**src/rtl/vc_test_mem_traffic_gen_pkg.sv**
```systemverilog
// Shared definitions for the memory traffic generator: message widths,
// message type encodings, field offsets, the sequencing state enum and a
// request-packing helper.
package vc_test_mem_pkg;

  localparam int unsigned c_req_w  = 77;
  localparam int unsigned c_resp_w = 47;

  localparam logic [2:0] c_type_read  = 3'd0;
  localparam logic [2:0] c_type_write = 3'd1;

  // request {type[2:0], opaque[7:0], addr[31:0], len[1:0], data[31:0]}
  localparam int unsigned c_req_data_lsb   = 0;
  localparam int unsigned c_req_len_lsb    = 32;
  localparam int unsigned c_req_addr_lsb   = 34;
  localparam int unsigned c_req_opaque_lsb = 66;
  localparam int unsigned c_req_type_lsb   = 74;

  // response {type[2:0], opaque[7:0], test[1:0], len[1:0], data[31:0]}
  localparam int unsigned c_resp_data_lsb   = 0;
  localparam int unsigned c_resp_len_lsb    = 32;
  localparam int unsigned c_resp_test_lsb   = 34;
  localparam int unsigned c_resp_opaque_lsb = 36;
  localparam int unsigned c_resp_type_lsb   = 44;

  typedef enum logic [2:0] {
    ST_IDLE     = 3'd0,
    ST_WR       = 3'd1,
    ST_WR_DRAIN = 3'd2,
    ST_RD       = 3'd3,
    ST_RD_DRAIN = 3'd4,
    ST_DONE     = 3'd5
  } state_e;

  function automatic logic [c_req_w-1:0] pack_req(
    input logic [2:0]  msg_type,
    input logic [7:0]  opaque,
    input logic [31:0] addr,
    input logic [1:0]  len,
    input logic [31:0] data
  );
    return {msg_type, opaque, addr, len, data};
  endfunction

endpackage

```
**src/rtl/vc_test_mem_traffic_gen_resp_checker.sv**
```systemverilog
// Response checker: compares an accepted response against the expected
// type/opaque/data and keeps a saturating error count.
// Ports:
//   clk, rst          clock, async active-high reset
//   clear             zero the error count (new run accepted)
//   resp_fire         a response is accepted this cycle
//   no_outstanding    nothing is in flight, so any response is unsolicited
//   check_data        compare the data field (read phase)
//   exp_*             expected type/opaque/data for this response
//   resp_*            fields of the response being accepted
//   err_count         saturating count of bad responses
module vc_test_mem_resp_checker
  import vc_test_mem_pkg::*;
(
  input  logic        clk,
  input  logic        rst,
  input  logic        clear,
  input  logic        resp_fire,
  input  logic        no_outstanding,
  input  logic        check_data,
  input  logic [2:0]  exp_type,
  input  logic [7:0]  exp_opaque,
  input  logic [31:0] exp_data,
  input  logic [2:0]  resp_type,
  input  logic [7:0]  resp_opaque,
  input  logic [31:0] resp_data,
  output logic [15:0] err_count
);

  logic bad_resp;

  // A response counts at most one error however many fields are wrong.
  assign bad_resp = resp_fire &&
                    (no_outstanding ||
                     (resp_type != exp_type) ||
                     (resp_opaque != exp_opaque) ||
                     (check_data && (resp_data != exp_data)));

  always_ff @(posedge clk or posedge rst) begin
    if (rst) begin
      err_count <= 16'd0;
    end else if (clear) begin
      err_count <= 16'd0;
    end else if (bad_resp && (err_count != 16'hFFFF)) begin
      err_count <= err_count + 16'd1;
    end
  end

endmodule

```
**src/rtl/vc_test_mem_traffic_gen.sv**
```systemverilog
// Memory traffic generator: writes num_words words of a seed-based pattern
// starting at p_base_addr, drains, reads them all back and checks every
// response, then reports done/pass/err_count.
// Ports:
//   clk, reset                      clock, async active-high reset
//   start, seed, num_words          launch pulse and run configuration
//   memreq_val/rdy/msg              77-bit request stream out
//   memresp_val/rdy/msg             47-bit response stream in
//   busy, done, pass, err_count     run status
//
// state       | meaning
// ST_IDLE     | waiting for start after reset
// ST_WR       | issuing write requests
// ST_WR_DRAIN | all writes issued, waiting for write responses
// ST_RD       | issuing read requests
// ST_RD_DRAIN | all reads issued, waiting for read responses
// ST_DONE     | run finished, status held until next start
module vc_test_mem_traffic_gen
  import vc_test_mem_pkg::*;
#(
  parameter int unsigned p_max_outstanding = 4,
  parameter logic [31:0] p_base_addr       = 32'h0000_1000
) (
  input  logic                clk,
  input  logic                reset,
  input  logic                start,
  input  logic [31:0]         seed,
  input  logic [15:0]         num_words,
  output logic                memreq_val,
  input  logic                memreq_rdy,
  output logic [c_req_w-1:0]  memreq_msg,
  input  logic                memresp_val,
  output logic                memresp_rdy,
  input  logic [c_resp_w-1:0] memresp_msg,
  output logic                busy,
  output logic                done,
  output logic                pass,
  output logic [15:0]         err_count
);

  localparam logic [7:0] c_max_out = 8'(p_max_outstanding);

  state_e      state_q, state_d;
  logic [15:0] index_q, resp_idx_q, num_words_q;
  logic [31:0] seed_q;
  logic [7:0]  outstanding_q;

  logic start_ok, can_issue, req_fire, last_fire, resp_fire, resp_counted;
  logic phase_wr, wr_drain_exit;
  logic [31:0] req_addr, req_data;
  logic unused_resp_bits;

  assign start_ok      = start && ((state_q == ST_IDLE) || (state_q == ST_DONE));
  assign can_issue     = (index_q < num_words_q) && (outstanding_q < c_max_out);
  assign req_fire      = memreq_val && memreq_rdy;
  assign last_fire     = req_fire && (index_q == (num_words_q - 16'd1));
  assign resp_fire     = memresp_val && memresp_rdy;
  // A response with nothing in flight is an error only; it must not move
  // the response index or the in-flight count.
  assign resp_counted  = resp_fire && (outstanding_q != 8'd0);
  assign phase_wr      = (state_q == ST_WR) || (state_q == ST_WR_DRAIN);
  assign wr_drain_exit = (state_q == ST_WR_DRAIN) && (outstanding_q == 8'd0);

  // State register
  always_ff @(posedge clk or posedge reset) begin
    if (reset) state_q <= ST_IDLE;
    else       state_q <= state_d;
  end

  // Next-state logic
  always_comb begin
    state_d = state_q;
    unique case (state_q)
      ST_IDLE, ST_DONE: if (start) state_d = (num_words == 16'd0) ? ST_DONE : ST_WR;
      ST_WR:            if (last_fire) state_d = ST_WR_DRAIN;
      ST_WR_DRAIN:      if (outstanding_q == 8'd0) state_d = ST_RD;
      ST_RD:            if (last_fire) state_d = ST_RD_DRAIN;
      ST_RD_DRAIN:      if (outstanding_q == 8'd0) state_d = ST_DONE;
      default:          state_d = ST_IDLE;
    endcase
  end

  // Output logic
  always_comb begin
    memreq_val  = 1'b0;
    memresp_rdy = 1'b0;
    busy        = 1'b0;
    done        = 1'b0;
    unique case (state_q)
      ST_WR, ST_RD: begin
        memreq_val  = can_issue;
        memresp_rdy = 1'b1;
        busy        = 1'b1;
      end
      ST_WR_DRAIN, ST_RD_DRAIN: begin
        memresp_rdy = 1'b1;
        busy        = 1'b1;
      end
      ST_DONE: done = 1'b1;
      default: ;
    endcase
  end

  assign pass = done && (err_count == 16'd0);

  always_ff @(posedge clk or posedge reset) begin
    if (reset) begin
      index_q       <= 16'd0;
      resp_idx_q    <= 16'd0;
      outstanding_q <= 8'd0;
      num_words_q   <= 16'd0;
      seed_q        <= 32'd0;
    end else if (start_ok) begin
      index_q       <= 16'd0;
      resp_idx_q    <= 16'd0;
      outstanding_q <= 8'd0;
      num_words_q   <= num_words;
      seed_q        <= seed;
    end else begin
      // Read phase restarts both indices so opaque and expected data line up
      // with the write phase word numbering.
      if (wr_drain_exit) begin
        index_q    <= 16'd0;
        resp_idx_q <= 16'd0;
      end else begin
        if (req_fire)     index_q    <= index_q + 16'd1;
        if (resp_counted) resp_idx_q <= resp_idx_q + 16'd1;
      end
      unique case ({req_fire, resp_counted})
        2'b10:   outstanding_q <= outstanding_q + 8'd1;
        2'b01:   outstanding_q <= outstanding_q - 8'd1;
        default: ;
      endcase
    end
  end

  assign req_addr   = p_base_addr + {14'd0, index_q, 2'b00};
  assign req_data   = phase_wr ? (seed_q + {16'd0, index_q}) : 32'd0;
  assign memreq_msg = pack_req(phase_wr ? c_type_write : c_type_read,
                               index_q[7:0], req_addr, 2'd0, req_data);

  // test and len fields of a response carry nothing this generator checks.
  assign unused_resp_bits = ^memresp_msg[c_resp_test_lsb+1:c_resp_len_lsb];

  vc_test_mem_resp_checker u_checker (
    .clk            (clk),
    .rst            (reset),
    .clear          (start_ok),
    .resp_fire      (resp_fire),
    .no_outstanding (outstanding_q == 8'd0),
    .check_data     (!phase_wr),
    .exp_type       (phase_wr ? c_type_write : c_type_read),
    .exp_opaque     (resp_idx_q[7:0]),
    .exp_data       (seed_q + {16'd0, resp_idx_q}),
    .resp_type      (memresp_msg[c_resp_type_lsb+2:c_resp_type_lsb]),
    .resp_opaque    (memresp_msg[c_resp_opaque_lsb+7:c_resp_opaque_lsb]),
    .resp_data      (memresp_msg[c_resp_data_lsb+31:c_resp_data_lsb]),
    .err_count      (err_count)
  );

endmodule

```
**config.mk**
```make
export PLATFORM = sky130hd
export DESIGN_NAME = vc_test_mem_traffic_gen
export DESIGN_NICKNAME = d
export VERILOG_FILES = /design/src/rtl/vc_test_mem_traffic_gen_pkg.sv /design/src/rtl/vc_test_mem_traffic_gen_resp_checker.sv /design/src/rtl/vc_test_mem_traffic_gen.sv
export SDC_FILE = /design/constraint.sdc
export NUM_CORES = 1
export LEC_CHECK = 0
export ABC_AREA = 1
export BUFFER_PORTS_ARGS = -buffer_cell sky130_fd_sc_hd__buf_2
export CORE_ASPECT_RATIO = 0.6
export CORE_MARGIN = 5
export CORE_UTILIZATION = 25
export DETAILED_ROUTE_END_ITERATION = 16
export GPL_TIMING_DRIVEN = 1
export PLACE_DENSITY_LB_ADDON = 0.1
export SYNTH_ARGS = -nofsm -noshare
export SYNTH_HDL_FRONTEND = slang
export SYNTH_HIERARCHICAL = 1
export SYNTH_SLANG_ARGS = --single-unit
```
**constraint.sdc**
```tcl
create_clock -name clk -period 4.66 [get_ports clk]
set_input_delay 0.699 -clock clk [delete_from_list [all_inputs] [get_ports clk]]
set_output_delay 0.699 -clock clk [all_outputs]
set_load 0.03 [all_outputs]
```
==> impl_metrics.tcl <==
set metrics [dict create \
    initial_utilization 0.251 \
    syn_inst 1448 \
    cts.sinks 107 \
    r2r_setup_slack_ns 0.53 \
    setup_total_negative_slack_ns 0 \
    timing.critical_path.fanout_max 17 \
    worst_path_largest_cell_delay_ns 0.46 \
    tritoncts "built" \
    synth-seq-area-share 0.275 \
    worst-r2r-cell-count 21 \
    yosys-mux-area-fraction 0 \
    synth_adder_area_share 0.0819 \
    synth_flop_cell "sky130_fd_sc_hd__dfrtp_1" \
    synth_common_cells "368 x sky130_fd_sc_hd__nand2_1, 180 x sky130_fd_sc_hd__inv_1, 125 x sky130_fd_sc_hd__nor2_1" \
    fp.dieArea_um2 43200 \
    period_needed_ns 4.13 \
    clock_latency_ns 0.38 \
    final_nets 1760 \
    grt_start_max_net_pins 84 \
    cts_root_buffer "sky130_fd_sc_hd__clkbuf_16" \
    die_width_um 265 \
    clock_buffer_count_from_cts 9 \
    rsz0062_at_grt "no" \
    timing.critical_path.buf_inv 0 \
    grt.overflow.total 0 \
    synthSimpleGateAreaFrac 0.316 \
    hold_viol_final 0 \
    floorplan.rows 56 \
    r2r_end "u_checker/err_count[10]" \
    die_h_um 163 \
    total_of_warnings_raised_by_yosys 6 \
    setup_viol 0 \
    cts.hold.buffers_added 0 \
    wl_mm 34.9 \
    h-tree-depth 3 \
    share_of_post_route_cells_with_drive_strength_above_1 0.149 \
    synthTopCellsByArea "sky130_fd_sc_hd__dfrtp_1 27%, sky130_fd_sc_hd__nand2_1 14%, sky130_fd_sc_hd__ha_1 7.6%, sky130_fd_sc_hd__inv_1 6.9%, sky130_fd_sc_hd__xor2_1 4.9%" \
    finClkSkew_ns 0.0139 \
    hold_path.class "primary input to async pin" \
    routed_wire_length_per_instance_um 16.5 \
    grt_first_pass_wirelength_mm 53.7 \
    syn_area_um2 9750 \
    preCtsSetupSlack_ns 0.404 \
    post-synth-top-area-cell "sky130_fd_sc_hd__dfrtp_1" \
    synth-seq-cells 107 \
    worst_slew_pin_slew_ns 0.961 \
    critPathRequiredTime_ns 4.97 \
    area_growth_pct 15.9 \
    post-cts-setup-buffers 0 \
    synth_enable_flop_cells 0 \
    synth.most_common_cell "sky130_fd_sc_hd__nand2_1" \
    clkTransAtPathRegs_ns 0.08 \
    antennaDiodeCount 0 \
    critPathTopFamily "simple AND/OR/NAND/NOR gates" \
    dr.pass1.iters 5 \
    synth_largest_type_area_fraction 0.275 \
    routabilityCongestion 0.827 \
    synth_cell_types 55 \
    crit_path_cell_trace "ha_1, a21oi_1, nand2_1, a21oi_1, o21ai_1, nand2_1, nand2_1, a21oi_1, xor2_1, nand2_1, nand2_1, nand2_1, nor2_1, nand2_1, nor2_1, nand2_1, nand2_1, nand2_2, nand2_4, nand3_1, nand2_1" \
    critical_path_arrival_ns 4.43 \
    worst_slew_margin_rel 0.359 \
    drtIter0Drc 610 \
    fp.coreArea_um2 38800 \
    critical_path.most_common_cell "sky130_fd_sc_hd__nand2_1" \
    i_o_pin_count 198 \
    drc 0 \
    end_kind "register" \
    gr-usage-all-layers 0.159 \
    timing.max_cap.violations 0 \
    power_per_cell_area_nw_per_um2 523 \
    worst_setup_path_start_kind "register" \
    slowest_stage "sky130_fd_sc_hd__dfrtp_1" \
    synth_top_family_by_area "simple AND/OR/NAND/NOR gates" \
    post_drt_via_cell_ratio 4.50 \
    placement.io_buffers 174 \
    vias 9559 \
    antenna_violating_nets_post_route 0 \
    final.period_utilization 0.885 \
    grt_pass1_vias 9071 \
    hpwlAfterDp_mm 28.0 \
    leakage_nw 5.78 \
    worst_ir_drop_vdd_uv 261 \
    final_max_slew_viol_count 0 \
    launch_instance_of_the_worst_register_to_register_path "resp_idx_q[2]" \
    clock_tree.buffer_depth 2 \
    synth_xor_area_frac 0.0889 \
    worst-setup-path-type "register to register" \
    status "finished, final reports clean" \
    compound_gate_portion_of_the_synthesized_area 0.125 \
    mean_post_synth_cell_area_um2 6.73 \
    fraction_of_synthesis_flops_using_an_asynchronous_set_or_reset_pin 1.00 \
    setup_ws_ns 0.534 \
    antenna_found_initial 0 \
    finalCoreUtilization 0.291 \
    highest_clock_frequency_the_design_can_meet_ghz 0.242 \
]
==> cell type report <==
type                            count  area [um2]
Tap cell                          522         653
Clock buffer                       10         239
Inverter                          187         708
Multi-Input combinational cell   1111        6050
Sequential cell                   107        2680
Fill cell                        4337       27500
Clock inverter                      5        43.8
Timing Repair Buffer              182         931
==> worst register-to-register path, cell delays in order (launching register included) <==
cell and delay [ns]:
sky130_fd_sc_hd__dfrtp_1 0.46, sky130_fd_sc_hd__ha_1 0.38, sky130_fd_sc_hd__a21oi_1 0.14, sky130_fd_sc_hd__nand2_1 0.10, sky130_fd_sc_hd__a21oi_1 0.29, sky130_fd_sc_hd__o21ai_1 0.18
sky130_fd_sc_hd__nand2_1 0.11, sky130_fd_sc_hd__nand2_1 0.11, sky130_fd_sc_hd__a21oi_1 0.45, sky130_fd_sc_hd__xor2_1 0.29, sky130_fd_sc_hd__nand2_1 0.08, sky130_fd_sc_hd__nand2_1 0.07
sky130_fd_sc_hd__nand2_1 0.05, sky130_fd_sc_hd__nor2_1 0.09, sky130_fd_sc_hd__nand2_1 0.10, sky130_fd_sc_hd__nor2_1 0.11, sky130_fd_sc_hd__nand2_1 0.06, sky130_fd_sc_hd__nand2_1 0.16
sky130_fd_sc_hd__nand2_2 0.29, sky130_fd_sc_hd__nand2_4 0.31, sky130_fd_sc_hd__nand3_1 0.11, sky130_fd_sc_hd__nand2_1 0.10
==> placed cells by master, fill, tap and decap left out, types with 8 or more instances in the layout <==
master,count
sky130_fd_sc_hd__o21a_1,9
sky130_fd_sc_hd__conb_1,21
sky130_fd_sc_hd__xnor2_1,44
sky130_fd_sc_hd__inv_1,179
sky130_fd_sc_hd__nand2_1,368
sky130_fd_sc_hd__nand4_1,32
sky130_fd_sc_hd__ha_1,59
sky130_fd_sc_hd__nor3_1,36
sky130_fd_sc_hd__nor2_1,125
sky130_fd_sc_hd__nor4_1,10
sky130_fd_sc_hd__a21oi_1,93
sky130_fd_sc_hd__o21ai_0,90
sky130_fd_sc_hd__xor2_1,55
sky130_fd_sc_hd__nand2_2,9
sky130_fd_sc_hd__o21ai_1,12
sky130_fd_sc_hd__dfrtp_1,107
sky130_fd_sc_hd__buf_2,174
sky130_fd_sc_hd__nand3_1,91
sky130_fd_sc_hd__buf_4,8
sky130_fd_sc_hd__clkbuf_16,9
==> logic make-up after synthesis <==
group / count (synthesis)
DFF: 107
and+or+nand+nor: 703
adders and majority gates: 62
other: 1
buffers and inverters: 250
AOI/OAI and AO/OA: 226
xor gates and xnor gates: 99
==> metal layers <==
| metal | track usage | wire (um) | vias to the layer above | share of wire |
|---|---|---|---|---|
| met5 | 0 | 0 | - | 0 |
| met4 | 0.0247 | 369 | 0 | 0.011 |
| met3 | 0.0305 | 1170 | 18 | 0.033 |
| met2 | 0.237 | 14500 | 156 | 0.41 |
| met1 | 0.243 | 18900 | 4432 | 0.54 |
| li1 | - | - | 4953 | - |
==> how the worst max path moves through the flow <==
stage / to / cells past startpoint / startpoint
3_5_place_dp: u_checker/err_count[11] / 22 / resp_idx_q[0]
3_3_place_gp: u_checker/err_count[7] / 22 / resp_idx_q[0]
5_1_grt: u_checker/err_count[7] / 18 / resp_idx_q[9]
4_1_cts: u_checker/err_count[13] / 22 / resp_idx_q[0]
6_report: u_checker/err_count[10] / 21 / resp_idx_q[2]
2_1_floorplan: memreq_msg[20] / 14 / index_q[0]
==> report_power, final <==
| group | internal, mW | switching (mW) | total, mW | leakage, nW |
|---|---|---|---|---|
| registers | 1.20 | 0.352 | 1.55 | 1.40 |
| logic | 1.11 | 2.45 | 3.55 | 4.25 |
| clock network | 0.383 | 0.415 | 0.798 | 0.134 |
==> state kept, by name (all words and copies together), names as in the netlist <==
signal	flops
num_words_q	16
u_checker/err_count	16
resp_idx_q	16
outstanding_q	8
state_q	3
seed_q	32
index_q	16
==> through the flow <==
stage / power (mW) / hold slack (ns) / instances / area (um2)
6_report: 5.90 / 0.449 / 2124 / 11300
5_1_grt: 6.49 / 0.495 / 2124 / 11300
2_1_floorplan: 4.12 / 0.471 / 1468 / 9830
3_5_place_dp: 5.17 / 0.491 / 2109 / 11000
3_3_place_gp: 5.15 / 0.495 / 2109 / 11000
4_1_cts: 6.01 / 0.473 / 2124 / 11300
==> timing repair <==
item	in CTS	in global routing
endpoints found under the setup margin	0	4
hold endpoints to repair	0	0
resized for setup	0	1
No activity file was read; power rests on OpenSTA's default activity.
